==> src/rtl/instruction_fetch.sv <==
// instruction_fetch: program counter, single-outstanding instruction-memory read and a
// one-entry instruction buffer in front of the decoder. Taken branches redirect the fetch
// address and cause any stale in-flight read to be discarded.
module instruction_fetch #(
    parameter logic [63:0] RESET_PC = 64'h0
) (
    input  logic        CLK,
    input  logic        Reset,
    output logic [63:0] IMemAddr,
    output logic        IMemReq,
    input  logic        IMemValid,
    input  logic [31:0] IMemData,
    output logic [31:0] Instruction,
    output logic [25:0] Imm25,
    output logic [63:0] PC,
    output logic        InstrValid,
    input  logic        InstrReady,
    input  logic        BrValid,
    input  logic        Branch,
    input  logic        Uncondbranch,
    input  logic        Zero,
    input  logic [63:0] BrPC,
    input  logic [63:0] BusImm
);

    typedef enum logic [2:0] {
        S_IDLE,
        S_REQ,
        S_WAIT,
        S_HOLD,
        S_DROP
    } state_e;

    state_e      state_q, state_d;
    logic [63:0] fetch_pc_q, fetch_pc_d;
    logic [31:0] instr_q, instr_d;
    logic [63:0] pc_q, pc_d;
    logic        valid_q, valid_d;

    logic        taken;
    logic [63:0] target;

    assign taken  = BrValid & (Uncondbranch | (Branch & Zero));
    // BusImm is a word offset; the wrap past 2^64 is intentional.
    assign target = BrPC + (BusImm << 2);

    // Next-state, fetch address and buffer update; a taken redirect overrides everything.
    always_comb begin
        state_d    = state_q;
        fetch_pc_d = fetch_pc_q;
        instr_d    = instr_q;
        pc_d       = pc_q;
        valid_d    = valid_q;

        case (state_q)
            S_IDLE: begin
                state_d = S_REQ;
            end
            S_REQ: begin
                // The request at the old address still goes out; its data must be dropped.
                state_d = taken ? S_DROP : S_WAIT;
            end
            S_WAIT: begin
                if (taken) begin
                    state_d = IMemValid ? S_REQ : S_DROP;
                end else if (IMemValid) begin
                    instr_d    = IMemData;
                    pc_d       = fetch_pc_q;
                    valid_d    = 1'b1;
                    fetch_pc_d = fetch_pc_q + 64'd4;
                    state_d    = S_HOLD;
                end
            end
            S_HOLD: begin
                if (taken || (valid_q && InstrReady)) begin
                    valid_d = 1'b0;
                    state_d = S_REQ;
                end
            end
            S_DROP: begin
                if (IMemValid) begin
                    state_d = S_REQ;
                end
            end
            default: begin
                state_d = S_IDLE;
            end
        endcase

        if (taken) begin
            fetch_pc_d = target & ~64'h3;
        end
    end

    // FSM state and fetch address registers.
    always_ff @(posedge CLK or posedge Reset) begin
        if (Reset) begin
            state_q    <= S_IDLE;
            fetch_pc_q <= RESET_PC;
        end else begin
            state_q    <= state_d;
            fetch_pc_q <= fetch_pc_d;
        end
    end

    // Instruction buffer presented to the decoder.
    always_ff @(posedge CLK or posedge Reset) begin
        if (Reset) begin
            instr_q <= 32'h0;
            pc_q    <= RESET_PC;
            valid_q <= 1'b0;
        end else begin
            instr_q <= instr_d;
            pc_q    <= pc_d;
            valid_q <= valid_d;
        end
    end

    assign IMemReq     = (state_q == S_REQ);
    assign IMemAddr    = fetch_pc_q;
    assign Instruction = instr_q;
    assign Imm25       = instr_q[25:0];
    assign PC          = pc_q;
    assign InstrValid  = valid_q;

endmodule
==> config.mk <==
export PLATFORM = sky130hd
export DESIGN_NAME = instruction_fetch
export DESIGN_NICKNAME = d
export VERILOG_FILES = /design/src/rtl/instruction_fetch.sv
export SDC_FILE = /design/constraint.sdc
export NUM_CORES = 1
export LEC_CHECK = 0
export BUFFER_PORTS_ARGS = -buffer_cell sky130_fd_sc_hd__buf_2
export CAP_MARGIN = 10
export CORE_ASPECT_RATIO = 1.1
export CORE_UTILIZATION = 35
export CTS_BUF_LIST = sky130_fd_sc_hd__clkbuf_8 sky130_fd_sc_hd__clkbuf_16
export DETAILED_ROUTE_END_ITERATION = 12
export PLACE_DENSITY = 0.72
export RECOVER_POWER = 25
export SLEW_MARGIN = 10
export SYNTH_ARGS = -nofsm -noshare
export SYNTH_HDL_FRONTEND = slang
export SYNTH_SLANG_ARGS = --single-unit
export TNS_END_PERCENT = 5
==> constraint.sdc <==
create_clock -name CLK -period 4.04 [get_ports CLK]
set_input_delay 0 -clock CLK [delete_from_list [all_inputs] [get_ports CLK]]
set_output_delay 0 -clock CLK [all_outputs]
set_load 0.01 [all_outputs]
After elaboration in Yosys (flattened, before gate mapping) --
Index checks and enable logic that the tools add are counted.
Cells by class: equality and inequality tests 9, reductions and logical operators 10, add/sub/neg operators 2, bitwise operators 4, mux-type cells 14
Operator list (number):
- $mux W64 | 3
- $add A64 B3 Y64 const B | 1
- $add A64 B64 Y64 | 1
- $mux W3 | 6
- $pmux W3 S5 | 1
- $ne A2 B2 Y1 const B | 4
- $eq A3 B2 Y1 const B | 2
- $reduce_and A3 Y1 | 2
- $reduce_bool A2 Y1 | 3
- $reduce_and A4 Y1 | 1
- $eq A3 B1 Y1 const B | 1
- $eq A3 B3 Y1 const B | 1
- $logic_not A3 Y1 | 1
- $mux W1 | 3
- $ne A3 B3 Y1 const B | 1
- $and A1 B1 Y1 | 2
- $pmux W1 S2 | 1
- $reduce_and A2 Y1 | 1
- $logic_and A1 B1 Y1 | 1
- $logic_or A1 B1 Y1 | 1
- $not A1 Y1 | 1
- $or A1 B1 Y1 | 1
Word-level totals: logic and storage cells 44, output and inout bits 188, register bits 164, bits of input ports 168

Logic depth before layout (Yosys ltp) --
Gate-level depths: netlist of run 1.
word-level depth 6, depth in mapped cells 11

Least setup slack after synthesis of run 1 --
OpenSTA, ideal clock, no wires.
path kind input-to-reg, from input BrPC[2], to register fetch_pc_q[60], in the netlist IMemAddr[60], path buffers 0, data arrival time 2337 ps, setup slack 1570 ps, cell stages on the path 11, path through ha_1 fa_1 a211oi_1 o21ai_0 o211ai_1 nand3_1 a31oi_1 o21ai_1 a221oi_1 xor2_1 o21ai_0
Between the ends: cells in the longest elaborated chain, start to end 2
Ends and longest elaborated chain:
- start, declared | line 22 | input logic [63:0] BrPC,
- $add A64 B64 Y64 | line 45 | assign target = BrPC + (BusImm << 2);
- $mux W64 | line 90 | if (taken) begin
- end signal, assigned | line 102 | fetch_pc_q <= fetch_pc_d;
- end, declared | line 35 | logic [63:0] fetch_pc_q, fetch_pc_d;
Every way passes these cells. A chain may end at the register's enable or synchronous reset.

Final worst setup path of run 1 --
from input BusImm[0], to register fetch_pc_q[60], in the netlist IMemAddr[60]
Between the ends: cells in the longest elaborated chain, start to end 2
Ends and longest elaborated chain:
- start, declared | line 23 | input logic [63:0] BusImm
- $add A64 B64 Y64 | line 45
- $mux W64 | line 90
Every way passes these cells.

==> reports/summary.txt, run 1 <==
STATUS
---------------------------------------------------------------------------------
Run status                                                           finished with violations
Failing checks                                                       max-capacitance violations, max-slew violations

YOSYS
---------------------------------------------------------------------------------
Main synth FF type                                                   sky130_fd_sc_hd__dfrtp_1
Fraction of synthesis flops using an asynchronous set or reset pin           1.00
FF+latch count, synth                                                         160
Post-synth design cell area                                             10800 µm²
Sequential area share after synthesis                                       0.369
Warning count from the yosys run                                                0
Mean Syn Cell Area                                                       9.39 µm²
Number of enable flip-flop cells after synthesis                                0
Number of unique standard cell types used by synthesis                         70
Number of instances in the synthesized netlist                               1154

LAYOUT
---------------------------------------------------------------------------------
Filler instances                                                             2990
Fraction of final layout cells sized beyond drive strength 1                0.254
End-of-flow core utilization                                                0.446
Post-synthesis to final-layout area growth                                  25.4%
Area used by multi-input combinational logic                             6410 µm²
Non-filler cells, final                                                      1919
Net count, final                                                             1723
# diodes                                                                        0
FF+latch area                                                            4000 µm²

GRT
---------------------------------------------------------------------------------
Overall fraction of global-route tracks in use                              0.210
Pin count of the biggest net entering global routing                          161
First-pass GRT wire length                                               51900 µm
Initial antenna violation count                                                 0
Congestion Overflow GR                                                          0
Vias in the first global route                                               9715

CRITICAL PATH
---------------------------------------------------------------------------------
Delay of the slowest cell on the worst path                                540 ps
Worst path slowest cell                                              sky130_fd_sc_hd__dlygate4sd3_1
Crit. End Element                                                        register
Arrival time at the worst endpoint                                        3840 ps
Required time at the endpoint of the critical path                        4320 ps
Cell with the most instances on the worst path                       sky130_fd_sc_hd__o21ai_0
Sum of buffers and inverters on the critical path                               2
Critical Path, Cell by Cell                                          dlygate4sd3_1 > buf_2 > ha_1 > fa_1 > a211oi_1 > o21ai_0 > o211ai_1 > nand3_1 > a31oi_1 > o21ai_1 > a221oi_1 > xor2_1 > o21ai_0
Largest fanout of any net on the critical path                                  4
Critical path class                                                     in -> reg
Worst setup SP type                                                  primary input
Worst setup path start                                                  BusImm[0]
Delay-heaviest family, CP                                            compound AO/OA/AOI/OAI gates
Worst reg2reg path startpoint                                          state_q[0]

DRT
---------------------------------------------------------------------------------
DRC violation count after routing                                               0
1st-iter DRT viols                                                            520
Count of nets left with antenna violations after detail routing                 0
Detailed-route via count                                                     9918
Initial DRT Pass Iterations                                                     8
Drt wl/cell                                                               17.3 µm
Detailed-route vias per instance                                             5.17
DRT Wirelength                                                           33200 µm

CLOCK NETWORK
---------------------------------------------------------------------------------
H-Tree Depth                                                                    4
Number of gates resized after cts                                               0
Clock Path Buffers                                                              2
Clock latency at the later pin of the worst-skew pair                      440 ps
Root buffer cell                                                     sky130_fd_sc_hd__clkbuf_16
Clock slew seen by the registers of the worst setup and hold paths          70 ps
CTS buffer count                                                               17
Clock tree from TritonCTS                                                   built
# clock sinks                                                                 160

RUN
---------------------------------------------------------------------------------
Max-capacitance violation count                                                 1

STA
---------------------------------------------------------------------------------
Slew @ Worst Pin                                                          2210 ps
Number of max-slew violations in the final report                             161
Max-slew headroom at the worst pin                                         -0.475
Fin crit period                                                           3560 ps
Number of hold violations in the final report                                   0
Post-route clock period utilization                                         0.880
Peak clock frequency supported by timing                                  281 MHz
RSZ-0062 raised after global routing                                        false
Final Skew                                                                12.3 ps
Tightest hold margin                                                      90.1 ps
Final setup vio count                                                           0
Setup TNS after final layout                                                 0 ps

DIE
---------------------------------------------------------------------------------
IO Count                                                                      356
Die Footprint                                                           31700 µm²
Width of the die                                                           170 µm
Cell Rows                                                                      67
Height of the chip                                                         187 µm
Area of the core region                                                 30400 µm²
Initial core utilization                                                    0.356

PLACE
---------------------------------------------------------------------------------
HPWL reported at the end of detailed placement                           25100 µm
Placer congestion estimate                                                  0.913
Cell Count Post-Placement                                                    1848
IO buf count                                                                  347

POWER
---------------------------------------------------------------------------------
PnR Total Power                                                           7.25 mW
Power density over cell area                                           533 nW/µm²
Worst VDD drop                                                             192 µV
Standby leakage power                                                     6.10 nW

MIN PATH
---------------------------------------------------------------------------------
Worst hold path startpoint                                              BusImm[6]
Hold Path Class                                                         in -> reg

report_power, final:
part	total, mW	internal (mW)	switching [mW]
clock	1.63	0.881	0.749
combinational	2.81	1.25	1.56
sequential	2.81	2.22	0.581
flip-flops by register name, indices dropped and copies added, names as in the netlist:
name and cells:
IMemAddr 62, InstrValid 1, Instruction 32, state_q 3, PC 62
stage by stage:
step           area (µm²)  setup WS, ps
6_report            13600           483
5_1_grt             13600           300
4_1_cts             13800           544
3_5_place_dp        12800           657
3_3_place_gp        12800           669
2_1_floorplan       10900          1570
placed cells by master (no fill, tap or decap), drive strengths merged, types with 7 or more instances in the layout:
cell type / count
a21oi: 78
a21o: 27
a221oi: 7
nand2: 137
mux2: 94
nand3: 41
o21a: 9
and3: 22
dlygate4sd3: 39
dfrtp: 160
o21bai: 13
nand2b: 7
inv: 25
a31oi: 11
and2: 10
clkbuf: 140
o21ai: 100
and4: 11
xor2: 44
nand4: 28
xnor2: 71
nor2: 52
nor3: 16
buf: 228
ha: 62
cells by family (layout without fill, tap and decap cells):
logic type / count (synthesis) / count (layout) / synth area share
adders and majority gates: 63 / 63 / 0.0734
DFF: 160 / 160 / 0.369
AOI/OAI and AO/OA: 281 / 281 / 0.159
other: 1 / 4 / 0.000346
buffers and inverters: 88 / 436 / 0.0420
and+or+nand+nor: 346 / 346 / 0.160
muxes: 100 / 100 / 0.103
xor gates and xnor gates: 115 / 115 / 0.0929
cell type report:
cell class / instances / area share
Sequential cell: 160 / 0.295
Tap cell: 414 / 0.0381
Clock inverter: 15 / 0.0118
Timing Repair Buffer: 390 / 0.148
Inverter: 14 / 0.00414
Multi-Input combinational cell: 909 / 0.471
Clock buffer: 17 / 0.0313
worst register-to-register path, delay by kind of cell, from the launching register on:
kind | cells | cell delay, ps
AOI/OAI and AO/OA | 1 | 100
and+or+nand+nor | 6 | 2280
xor gates and xnor gates | 1 | 270
DFF | 1 | 450
Yosys cell counts (8+ instances only):
master / count / area, µm²
sky130_fd_sc_hd__xnor2_1: 71 / 622
sky130_fd_sc_hd__xor2_1: 44 / 385
sky130_fd_sc_hd__a21o_1: 27 / 203
sky130_fd_sc_hd__mux2_2: 94 / 1060
sky130_fd_sc_hd__and3_1: 21 / 131
sky130_fd_sc_hd__nand3_1: 39 / 195
sky130_fd_sc_hd__inv_1: 14 / 52.6
sky130_fd_sc_hd__and4_1: 10 / 87.6
sky130_fd_sc_hd__nand4_1: 27 / 169
sky130_fd_sc_hd__o21ai_0: 95 / 475
sky130_fd_sc_hd__dfrtp_1: 160 / 4000
sky130_fd_sc_hd__buf_4: 31 / 233
sky130_fd_sc_hd__and2_1: 8 / 50.1
sky130_fd_sc_hd__a21oi_1: 78 / 390
sky130_fd_sc_hd__a31oi_1: 10 / 62.6
sky130_fd_sc_hd__o21a_1: 9 / 67.6
sky130_fd_sc_hd__ha_1: 62 / 776
sky130_fd_sc_hd__nor2_1: 52 / 195
sky130_fd_sc_hd__nor3_1: 16 / 80.1
sky130_fd_sc_hd__o21bai_1: 13 / 97.6
sky130_fd_sc_hd__clkbuf_1: 33 / 124
sky130_fd_sc_hd__nand2_1: 137 / 514
worst paths after layout:
check	end	slack, ps	cells after the start
setup / recovery	IMemAddr[60]	480	13
hold / removal	IMemAddr[8]	90	4
setup reg to reg	IMemAddr[59]	830	8
hold reg to reg	PC[32]	510	1
max in group asynchronous	IMemAddr[14]	1720	4
min in group asynchronous	PC[46]	840	4
repair_timing:
| action | CTS | global route |
|---|---|---|
| hold endpoints to repair | 198 | 0 |
| buffers inserted | 0 | 0 |
| hold buffers | 39 | 0 |
| setup endpoints to repair | 0 | 0 |
routing by layer:
| layer | GRT usage | vias up | wire (µm) |
|---|---|---|---|
| li1 | - | 4816 | - |
| met1 | 0.269 | 4663 | 14400 |
| met2 | 0.345 | 371 | 15900 |
| met3 | 0.0341 | 68 | 1620 |
| met4 | 0.0974 | 0 | 1210 |
| met5 | 0 | - | 0 |
(Power assumes the default switching activity.)
==> run 2: changes to the inputs <==
--- a/config.mk
+++ b/config.mk
@@ -7,7 +7,6 @@
 export LEC_CHECK = 0
 export BUFFER_PORTS_ARGS = -buffer_cell sky130_fd_sc_hd__buf_2
 export CAP_MARGIN = 10
-export CORE_ASPECT_RATIO = 1.1
 export CORE_UTILIZATION = 35
 export CTS_BUF_LIST = sky130_fd_sc_hd__clkbuf_8 sky130_fd_sc_hd__clkbuf_16
 export DETAILED_ROUTE_END_ITERATION = 12
==> run 2 against run 1 <==
The flow now finishes without violations. First-iteration DRC count grew 20%. Hold slack lost 44 ps. Via count grew 0.60%. Largest power group unchanged.
==> reports/summary.txt, run 2 (synthesis gave the netlist of run 1 again) <==
STATUS
---------------------------------------------------------------------------------
Run status                                                              completed   was finished with violations

CLOCK NETWORK
---------------------------------------------------------------------------------
Clock tree from TritonCTS                                                   built   unchanged
Clock Path Buffers                                                              2   unchanged
H-Tree Depth                                                                    4   unchanged
Post CTS Setup Buffer Count                                                     0   unchanged
Clock latency at the later pin of the worst-skew pair                      440 ps   about the same
# clock sinks                                                                 160   unchanged
Clock slew seen by the registers of the worst setup and hold paths          70 ps   about the same
CTS buffer count                                                               17   unchanged
Root buffer cell                                                     sky130_fd_sc_hd__clkbuf_16   unchanged

GRT
---------------------------------------------------------------------------------
Initial antenna violation count                                                 0   unchanged
Vias in the first global route                                               9361   was 9715
Congestion Overflow GR                                                          0   unchanged
Overall fraction of global-route tracks in use                              0.203   was 0.210
First-pass GRT wire length                                               49800 µm   was 51900 µm
Pin count of the biggest net entering global routing                          161   unchanged

LAYOUT
---------------------------------------------------------------------------------
Most common cell after layout, fill and taps aside                   sky130_fd_sc_hd__buf_2   unchanged
Post-route cell area                                                    13600 µm²   about the same
Commonest non-fill, non-tap cells in the layout                      sky130_fd_sc_hd__buf_2 (222), sky130_fd_sc_hd__dfrtp_1 (160), sky130_fd_sc_hd__nand2_1 (136)   was sky130_fd_sc_hd__buf_2 (225), sky130_fd_sc_hd__dfrtp_1 (160), sky130_fd_sc_hd__nand2_1 (136)
Net count, final                                                             1722   was 1723
End-of-flow core utilization                                                0.445   was 0.446
Post-synthesis to final-layout area growth                                  25.3%   was 25.4%
# diodes                                                                        0   unchanged
Fraction of final layout cells sized beyond drive strength 1                0.252   was 0.254
Filler instances                                                             2982   was 2990

CRITICAL PATH
---------------------------------------------------------------------------------
Worst setup path start                                                  BusImm[0]   unchanged
Total number of cells along the worst setup path                               14   was 13
Critical path class                                                     in -> reg   unchanged
Register-to-Register Path Depth                                                 8   unchanged
Delay of the slowest cell on the worst path                                540 ps   about the same
Delay-heaviest family, CP                                            compound AO/OA/AOI/OAI gates   unchanged
Critical path endpoint                                               IMemAddr[60]   unchanged
Worst path slowest cell                                              sky130_fd_sc_hd__dlygate4sd3_1   unchanged
Worst reg2reg path startpoint                                          state_q[0]   unchanged
Register-to-register setup slack                                           950 ps   was 830 ps
R2r endpoint                                                         IMemAddr[46]   was IMemAddr[59]
Arrival time at the worst endpoint                                        3660 ps   was 3840 ps
Largest fanout of any net on the critical path                                  4   unchanged
Required time at the endpoint of the critical path                        4320 ps   about the same
Crit. End Element                                                        register   unchanged
Sum of buffers and inverters on the critical path                               3   was 2
Worst setup SP type                                                  primary input   unchanged
Critical Path, Cell by Cell                                          dlygate4sd3_1 > buf_2 > ha_1 > fa_1 > a211oi_1 > o21ai_0 > o211ai_1 > nand3_1 > a31oi_1 > buf_4 > o21ai_1 > a221oi_1 > xor2_1 > o21ai_0   was dlygate4sd3_1 > buf_2 > ha_1 > fa_1 > a211oi_1 > o21ai_0 > o211ai_1 > nand3_1 > a31oi_1 > o21ai_1 > a221oi_1 > xor2_1 > o21ai_0
Cell with the most instances on the worst path                       sky130_fd_sc_hd__o21ai_0   unchanged

STA
---------------------------------------------------------------------------------
Peak clock frequency supported by timing                                  296 MHz   was 281 MHz
Number of hold violations in the final report                                   0   unchanged
Final setup vio count                                                           0   unchanged
Setup TNS after final layout                                                 0 ps   unchanged
Fin crit period                                                           3380 ps   was 3560 ps
Post-route clock period utilization                                         0.836   was 0.880
RSZ-0062 raised after global routing                                        false   unchanged
Tightest hold margin                                                      45.7 ps   was 90.1 ps
Slew @ Worst Pin                                                           959 ps   was 2210 ps
Max-slew headroom at the worst pin                                          0.361   was -0.475
Final Skew                                                                11.7 ps   was 12.3 ps
Number of max-slew violations in the final report                               0   was 161

DIE
---------------------------------------------------------------------------------
Initial core utilization                                                    0.355   was 0.356
Height of the chip                                                         178 µm   was 187 µm
Area of the core region                                                 30500 µm²   was 30400 µm²
Width of the die                                                           178 µm   was 170 µm
IO Count                                                                      356   unchanged
Die Footprint                                                           31700 µm²   about the same
Cell Rows                                                                      64   was 67

POWER
---------------------------------------------------------------------------------
Sequential share of power                                                   0.387   about the same
Net switching power figure                                                2.81 mW   was 2.89 mW
Fraction of power consumed by the clock network                             0.227   was 0.225
Power density over cell area                                           534 nW/µm²   was 533 nW/µm²
Combinational fraction of design power                                      0.386   was 0.388
Worst VDD drop                                                             210 µV   was 192 µV
Switching share of power                                                    0.388   was 0.399
Standby leakage power                                                     6.11 nW   was 6.10 nW
Internal                                                                  4.44 mW   was 4.36 mW

DRT
---------------------------------------------------------------------------------
Drt wl/cell                                                               17.4 µm   was 17.3 µm
1st-iter DRT viols                                                            622   was 520
DRT Wirelength                                                           33000 µm   was 33200 µm
DRC violation count after routing                                               0   unchanged
Count of nets left with antenna violations after detail routing                 0   unchanged
Detailed-route via count                                                     9978   was 9918
Detailed-route vias per instance                                             5.25   was 5.17
Initial DRT Pass Iterations                                                     5   was 8

MIN PATH
---------------------------------------------------------------------------------
Hold Path Class                                                         in -> reg   unchanged

PLACE
---------------------------------------------------------------------------------
Placer congestion estimate                                                  0.921   was 0.913
Post-place instance area                                                12800 µm²   about the same
HPWL reported at the end of detailed placement                           25000 µm   was 25100 µm
IO buf count                                                                  347   unchanged

RUN
---------------------------------------------------------------------------------
Max-capacitance violation count                                                 0   was 1

-- run 2: cell count changes in the layout (fill, tap and decap cells not counted), sizes merged --
cell,delta
inv,-9
buf,-1
dlygate4sd3,-2
clkbuf,+5
clkinv,+5
bufinv,+1
-- run 2: power groups by stage --
stage	clock network [mW]	logic (mW)	registers, mW
after floorplan	0	1.59	2.97
after global placement	0	2.86	2.77
after detailed placement	0	2.92	2.81
after CTS	1.68	2.96	2.78
after global routing	1.75	3.07	2.90
final	1.65	2.80	2.81
-- run 2: per-stage QoR --
stage          std cells  setup WS [ps]  total power [mW]
6_report            1900            663              7.25
3_3_place_gp        1831            791              5.63
2_1_floorplan       1157           1570              4.57
4_1_cts             1900            689              7.42
5_1_grt             1900            365              7.72
3_5_place_dp        1831            753              5.72
-- run 2: final cells by class --
type                       instances  area [µm²]  share of cell area
sequential                       160        4000               0.295
clock inverter                    12         133             0.00977
multi-input combinational        909        6410               0.472
inverter                          14        56.3             0.00415
timing repair buffer             389        2010               0.148
tap                              396         495              0.0365
clock buffer                      20         467              0.0344
-- run 2: how the worst min path moves through the flow --
stage,from,slack [ps],to,cells past startpoint
2_1_floorplan,IMemData[10],150,Instruction[10],1
3_3_place_gp,IMemData[4],230,Instruction[4],2
3_5_place_dp,IMemData[7],230,Instruction[7],2
4_1_cts,BusImm[1],40,IMemAddr[3],4
5_1_grt,BusImm[1],50,IMemAddr[3],4
6_report,BusImm[1],50,IMemAddr[3],4
-- run 2: tightest hold or removal path, delay by kind of cell --
kind,cells,cell delay [ps]
fa+ha+maj,1,210
buf+inv,1,120
compound gates,1,60
simple gates,1,50
-- run 2: per-layer routing --
metal | share of wire | global-route usage
met1 | 0.42 | 0.254
met2 | 0.49 | 0.340
met3 | 0.060 | 0.0375
met4 | 0.027 | 0.0883
met5 | 0 | 0
-- run 2: what timing repair did --
action | in CTS | in global routing
endpoints found under the hold margin | 197 | 0
gates resized for setup | 0 | 0
hold buffers | 37 | 0
